File: config.mk
export PLATFORM = sky130hd
export DESIGN_NAME = imem_program_loader
export DESIGN_NICKNAME = d
export VERILOG_FILES = /design/src/rtl/imem_program_loader.sv
export SDC_FILE = /design/constraint.sdc
export NUM_CORES = 1
export LEC_CHECK = 0
export BUFFER_PORTS_ARGS = -buffer_cell sky130_fd_sc_hd__buf_2
export CAP_MARGIN = 0
export CORE_ASPECT_RATIO = 0.5
export CORE_MARGIN = 8
export CORE_UTILIZATION = 31
export DETAILED_ROUTE_END_ITERATION = 16
export GPL_TIMING_DRIVEN = 0
export MAX_ROUTING_LAYER = met4
export PLACE_DENSITY = 0.61
export SYNTH_ARGS = -nofsm -noshare
export SYNTH_HDL_FRONTEND = slang
export SYNTH_SLANG_ARGS = --single-unit
File: constraint.sdc
create_clock -name clk -period 1.7 [get_ports clk]
set_input_delay 0.085 -clock clk [delete_from_list [all_inputs] [get_ports clk]]
set_output_delay 0.085 -clock clk [all_outputs]
set_load 0.01 [all_outputs]
File: src/rtl/imem_program_loader.sv
// Instruction-memory loader: clears all words, streams a program in from START_WORD,
// then releases the CPU from reset and steers the fetch address onto the read port.
module imem_program_loader #(
   parameter int DEPTH      = 128,
   parameter int ADDR_W     = 7,
   parameter int START_WORD = 1
) (
   input  logic              clk,
   input  logic              rst_n,
   input  logic              load_start,
   input  logic              load_valid,
   input  logic [31:0]       load_data,
   input  logic              load_last,
   output logic              load_ready,
   output logic              load_done,
   output logic              load_error,
   output logic [ADDR_W:0]   load_count,
   output logic              mem_we,
   output logic [ADDR_W-1:0] mem_waddr,
   output logic [31:0]       mem_wdata,
   input  logic [31:0]       fetch_addr,
   output logic [ADDR_W-1:0] mem_raddr,
   output logic              fetch_oob,
   output logic              cpu_rst_n
);

   typedef enum logic [2:0] {
      S_IDLE,
      S_CLEAR,
      S_LOAD,
      S_RUN,
      S_ERROR
   } state_t;

   localparam logic [ADDR_W-1:0] LAST_ADDR  = ADDR_W'(DEPTH - 1);
   localparam logic [ADDR_W-1:0] START_ADDR = ADDR_W'(START_WORD);

   state_t            state;
   logic [ADDR_W-1:0] clr_ptr;
   logic [ADDR_W-1:0] wptr;
   logic              accept;
   logic              restart;

   assign load_ready = (state == S_LOAD);
   assign accept     = load_valid && (state == S_LOAD);

   // A beat accepted in the same cycle as load_start takes priority over the abort.
   always_comb begin
      restart = 1'b0;
      case (state)
         S_IDLE, S_RUN, S_ERROR: restart = load_start;
         S_LOAD:                 restart = load_start && !load_valid;
         default:                restart = 1'b0;
      endcase
   end

   always_ff @(posedge clk or negedge rst_n) begin
      if (!rst_n) begin
         state      <= S_IDLE;
         clr_ptr    <= '0;
         wptr       <= '0;
         load_done  <= 1'b0;
         load_error <= 1'b0;
         load_count <= '0;
         mem_we     <= 1'b0;
         mem_waddr  <= '0;
         mem_wdata  <= '0;
         cpu_rst_n  <= 1'b0;
      end else begin
         mem_we    <= 1'b0;
         load_done <= 1'b0;
         // Rises one edge after RUN entry so the last program word lands first.
         cpu_rst_n <= (state == S_RUN);

         case (state)
            S_CLEAR: begin
               mem_we    <= 1'b1;
               mem_waddr <= clr_ptr;
               mem_wdata <= '0;
               clr_ptr   <= clr_ptr + 1'b1;
               if (clr_ptr == LAST_ADDR) begin
                  state <= S_LOAD;
                  wptr  <= START_ADDR;
               end
            end
            S_LOAD: begin
               if (accept) begin
                  mem_we     <= 1'b1;
                  mem_waddr  <= wptr;
                  mem_wdata  <= load_data;
                  wptr       <= wptr + 1'b1;
                  load_count <= load_count + 1'b1;
                  if (load_last) begin
                     state     <= S_RUN;
                     load_done <= 1'b1;
                  end else if (wptr == LAST_ADDR) begin
                     state      <= S_ERROR;
                     load_error <= 1'b1;
                  end
               end
            end
            S_IDLE, S_RUN, S_ERROR: begin
            end
            default: state <= S_IDLE;
         endcase

         if (restart) begin
            state      <= S_CLEAR;
            clr_ptr    <= '0;
            load_count <= '0;
            load_error <= 1'b0;
            cpu_rst_n  <= 1'b0;
         end
      end
   end

   assign mem_raddr = (state == S_RUN) ? fetch_addr[ADDR_W+1:2] : '0;
   assign fetch_oob = (state == S_RUN) && (|fetch_addr[31:ADDR_W+2]);

endmodule

==> run_results.csv <==
group,metric,value,unit
clocking,cts_max_level,3,
worst_setup_path,cp.arrival,1570,ps
sta,period_share,0.974,
grt,grt_overflow,0,
grt,grt_util_all_layers,0.138,
detailed_routing,wirelength,9510,um
logic_synthesis,synth_top_area_share,0.531,
floorplan,rows,26,
logic_synthesis,ys_top_cells_by_area,"dfrtp_1 53%, nand2_1 10%, nand3_1 6.1%",
sta,fin_crit,1660,ps
power,p_leak,0.00262,uW
placement,hpwlAfterDp,6620,um
logic_synthesis,synth-seq-area-share,0.531,
detailed_routing,dr.first_iter.drc_count,196,
detailed_routing,drc,0,
logic_synthesis,synth_async_sr_flop_share,1.00,
placement,place_area,4010,um2
placement,dp_slack,3.37,ps
worst_setup_path,crit_chain,"buf_6 -> or3b_4 -> inv_4 -> buf_6 -> buf_8 -> buf_6",
worst_setup_path,critPathMaxFanout,3,
sta,finClkSkew,6.49,ps
sta,setup_ws,44.5,ps
grt,grt_max_degree,69,
worst_setup_path,cpMaxStageDelayCell,"dfrtp_1",
clocking,worstSkewPairLatency,330,ps
sta,finalSetupTns,0,ps
floorplan,coreArea,10100,um2
grt,grt_pass1_vias,3233,
sta,worst_slew_pin_slew,868,ps
job,maxCapViolCount,0,
final_layout,drive_gt1_frac,0.368,
floorplan,die_x,160,um
detailed_routing,vias,3091,
power,vdd_drop_max,441,uV
clocking,clock_sinks,68,
power,power_density,1050,nW/um2
worst_setup_path,crit_top_cell,"buf_6",
detailed_routing,wire_per_inst,14.3,um
worst_setup_path,cp.required,1620,ps
logic_synthesis,synth_cell_types,45,
worst_setup_path,crit_type,"register to primary output",
detailed_routing,ant_nets,0,
final_layout,area_growth,50.8,%
sta,timing.fmax,604,MHz
worst_setup_path,cpPeakStageDelay,390,ps
placement,gp_congestion,0.785,
floorplan,die_y,87.9,um
final_layout,n_antenna_cell,0,
detailed_routing,drt_first_pass_iters,4,
grt,grt_pass1_wl,15300,um
grt,antenna_found_initial,0,
clocking,clk_path_buf_depth,2,
detailed_routing,via_per_inst,4.63,
worst_setup_path,start_kind,"register",
sta,finalSetupViolCount,0,
final_layout,nNetsFinal,596,
logic_synthesis,ys_warn_count,0,
sta,max_slew_margin,0.421,
logic_synthesis,ys_ff_latch,68,
clocking,clockRootBuffer,"clkbuf_16",
clocking,numCtsBuffers,9,
worst_setup_path,cp_num_buf_inv,5,
logic_synthesis,yosysMostFrequentCell,"nand2_1",
run_status,status,"finished clean",
logic_synthesis,syn-num-nets,409,
logic_synthesis,ys_top_cells_by_count,"86 x nand2_1, 68 x dfrtp_1, 39 x nand3_1",
sta,final-hold-violation-count,0,
logic_synthesis,avgSynthCellArea,9.51,um2
sta,hold_ws,9.39,ps
final_layout,fin_area,4830,um2
worst_setup_path,end_kind,"primary output",
floorplan,die_area,14000,um2
sta,slew_viol_final,0,
logic_synthesis,synth_area_leader_cell,"dfrtp_1",
logic_synthesis,syn_area,3200,um2
clocking,clk_pin_slew,50,ps
logic_synthesis,postSynthCellCount,337,
min_path,min_path_type,"input port to register",
floorplan,num_io_pins,129,
logic_synthesis,synth_edf_count,0,
worst_setup_path,critical_path.top_delay_family,"buffers and inverters",
power,total_power,5090,uW
logic_synthesis,ys.flop_type,"dfrtp_1",
clocking,tritoncts,"yes",
placement,portBuffers,126,
floorplan,start_util,0.317,
flip-flops by register name, summed over array words and instances, names as in the netlist:
| register | count |
|---|---|
| clr_ptr | 7 |
| cpu_rst_n | 1 |
| load_count | 8 |
| load_done | 1 |
| load_error | 1 |
| mem_waddr | 7 |
| mem_wdata | 32 |
| mem_we | 1 |
| state | 3 |
| wptr | 7 |
metrics by stage:
stage | std cells | utilization
floorplan | 337 | -
global placement | 603 | 0.396
detailed placement | 603 | 0.397
CTS | 654 | 0.461
global route | 667 | 0.478
finish | 667 | 0.478
power breakdown:
part | switching [uW] | total [uW] | internal [uW]
Sequential | 157 | 1960 | 1800
Combinational | 764 | 1400 | 636
Clock | 620 | 1730 | 1110
Total | 1540 | 5090 | 3550
cell families (layout without fill, tap and decap cells):
group                      Yosys count  after routing  synth area share
and+or+nand+nor                    189            189             0.283
DFF                                 68             68             0.531
AOI/OAI and AO/OA                   32             32            0.0652
buffers and inverters               24            214            0.0484
xor gates and xnor gates            13             13            0.0355
muxes                                8              8            0.0250
adders and majority gates            3              3            0.0117
placed cells by master, fill, tap and decap left out, types with 7 or more instances in the layout:
| cell | netlist | layout |
|---|---|---|
| o21ai_1 | 9 | 9 |
| buf_4 | 9 | 25 |
| nor2_1 | 24 | 21 |
| and2_1 | 8 | 8 |
| mux2i_1 | 8 | 8 |
| nand3_1 | 39 | 39 |
| buf_2 | 6 | 124 |
| dlygate4sd3_1 | 0 | 32 |
| nand2_1 | 86 | 86 |
| dfrtp_1 | 68 | 67 |
| xnor2_1 | 7 | 7 |
| clkbuf_16 | 0 | 9 |
| buf_6 | 3 | 8 |
worst register-to-register path, cell delays in order (launching register included):
cell and delay, ps:
dfrtp_2 450, nor4bb_1 310, buf_4 210, nor2_2 60, buf_6 150, clkbuf_4 190
nand2_1 100, nand2_1 50
area by class of cell:
type	count	area [um2]
plain buffers	19	180
clock buffers	11	233
clock inverters	3	40.0
fillers	941	5290
inverters	5	23.8
multi-input cells	245	1380
flip-flops and latches	68	1700
well taps	140	175
repair buffers	176	1090
path summary, 6_finish.rpt:
kind	startpoint	end	slack (ps)	depth (start not counted)
setup / recovery	state[0]$_DFFE_PN0P_	load_ready	40	6
hold / removal	load_data[25]	mem_wdata[25]$_DFFE_PN0P_	9	3
setup reg to reg	state[2]$_DFFE_PN0P_	mem_wdata[25]$_DFFE_PN0P_	70	7
hold reg to reg	mem_wdata[22]$_DFFE_PN0P_	mem_wdata[22]$_DFFE_PN0P_	460	2
max in group asynchronous	rst_n	state[2]$_DFFE_PN0P_	690	2
min in group asynchronous	rst_n	clr_ptr[1]$_DFFE_PN0P_	420	2
per-layer routing:
layer  share of wire  track usage  up-vias
met5               0            -        -
met1            0.43        0.153     1470
met2            0.50        0.233       90
li1                -            -     1516
met3           0.051       0.0460       15
met4           0.017       0.0513        0
repair_timing:
| action | in CTS | in global routing |
|---|---|---|
| buffers inserted | 5 | 13 |
| cloned | 0 | 0 |
| resized for setup | 6 | 25 |
| endpoints found under the hold margin | 99 | 0 |
| endpoints found under the setup margin | 5 | 57 |
| pin swaps | 1 | 4 |
| hold buffers | 32 | 0 |
(Power assumes the default switching activity.)
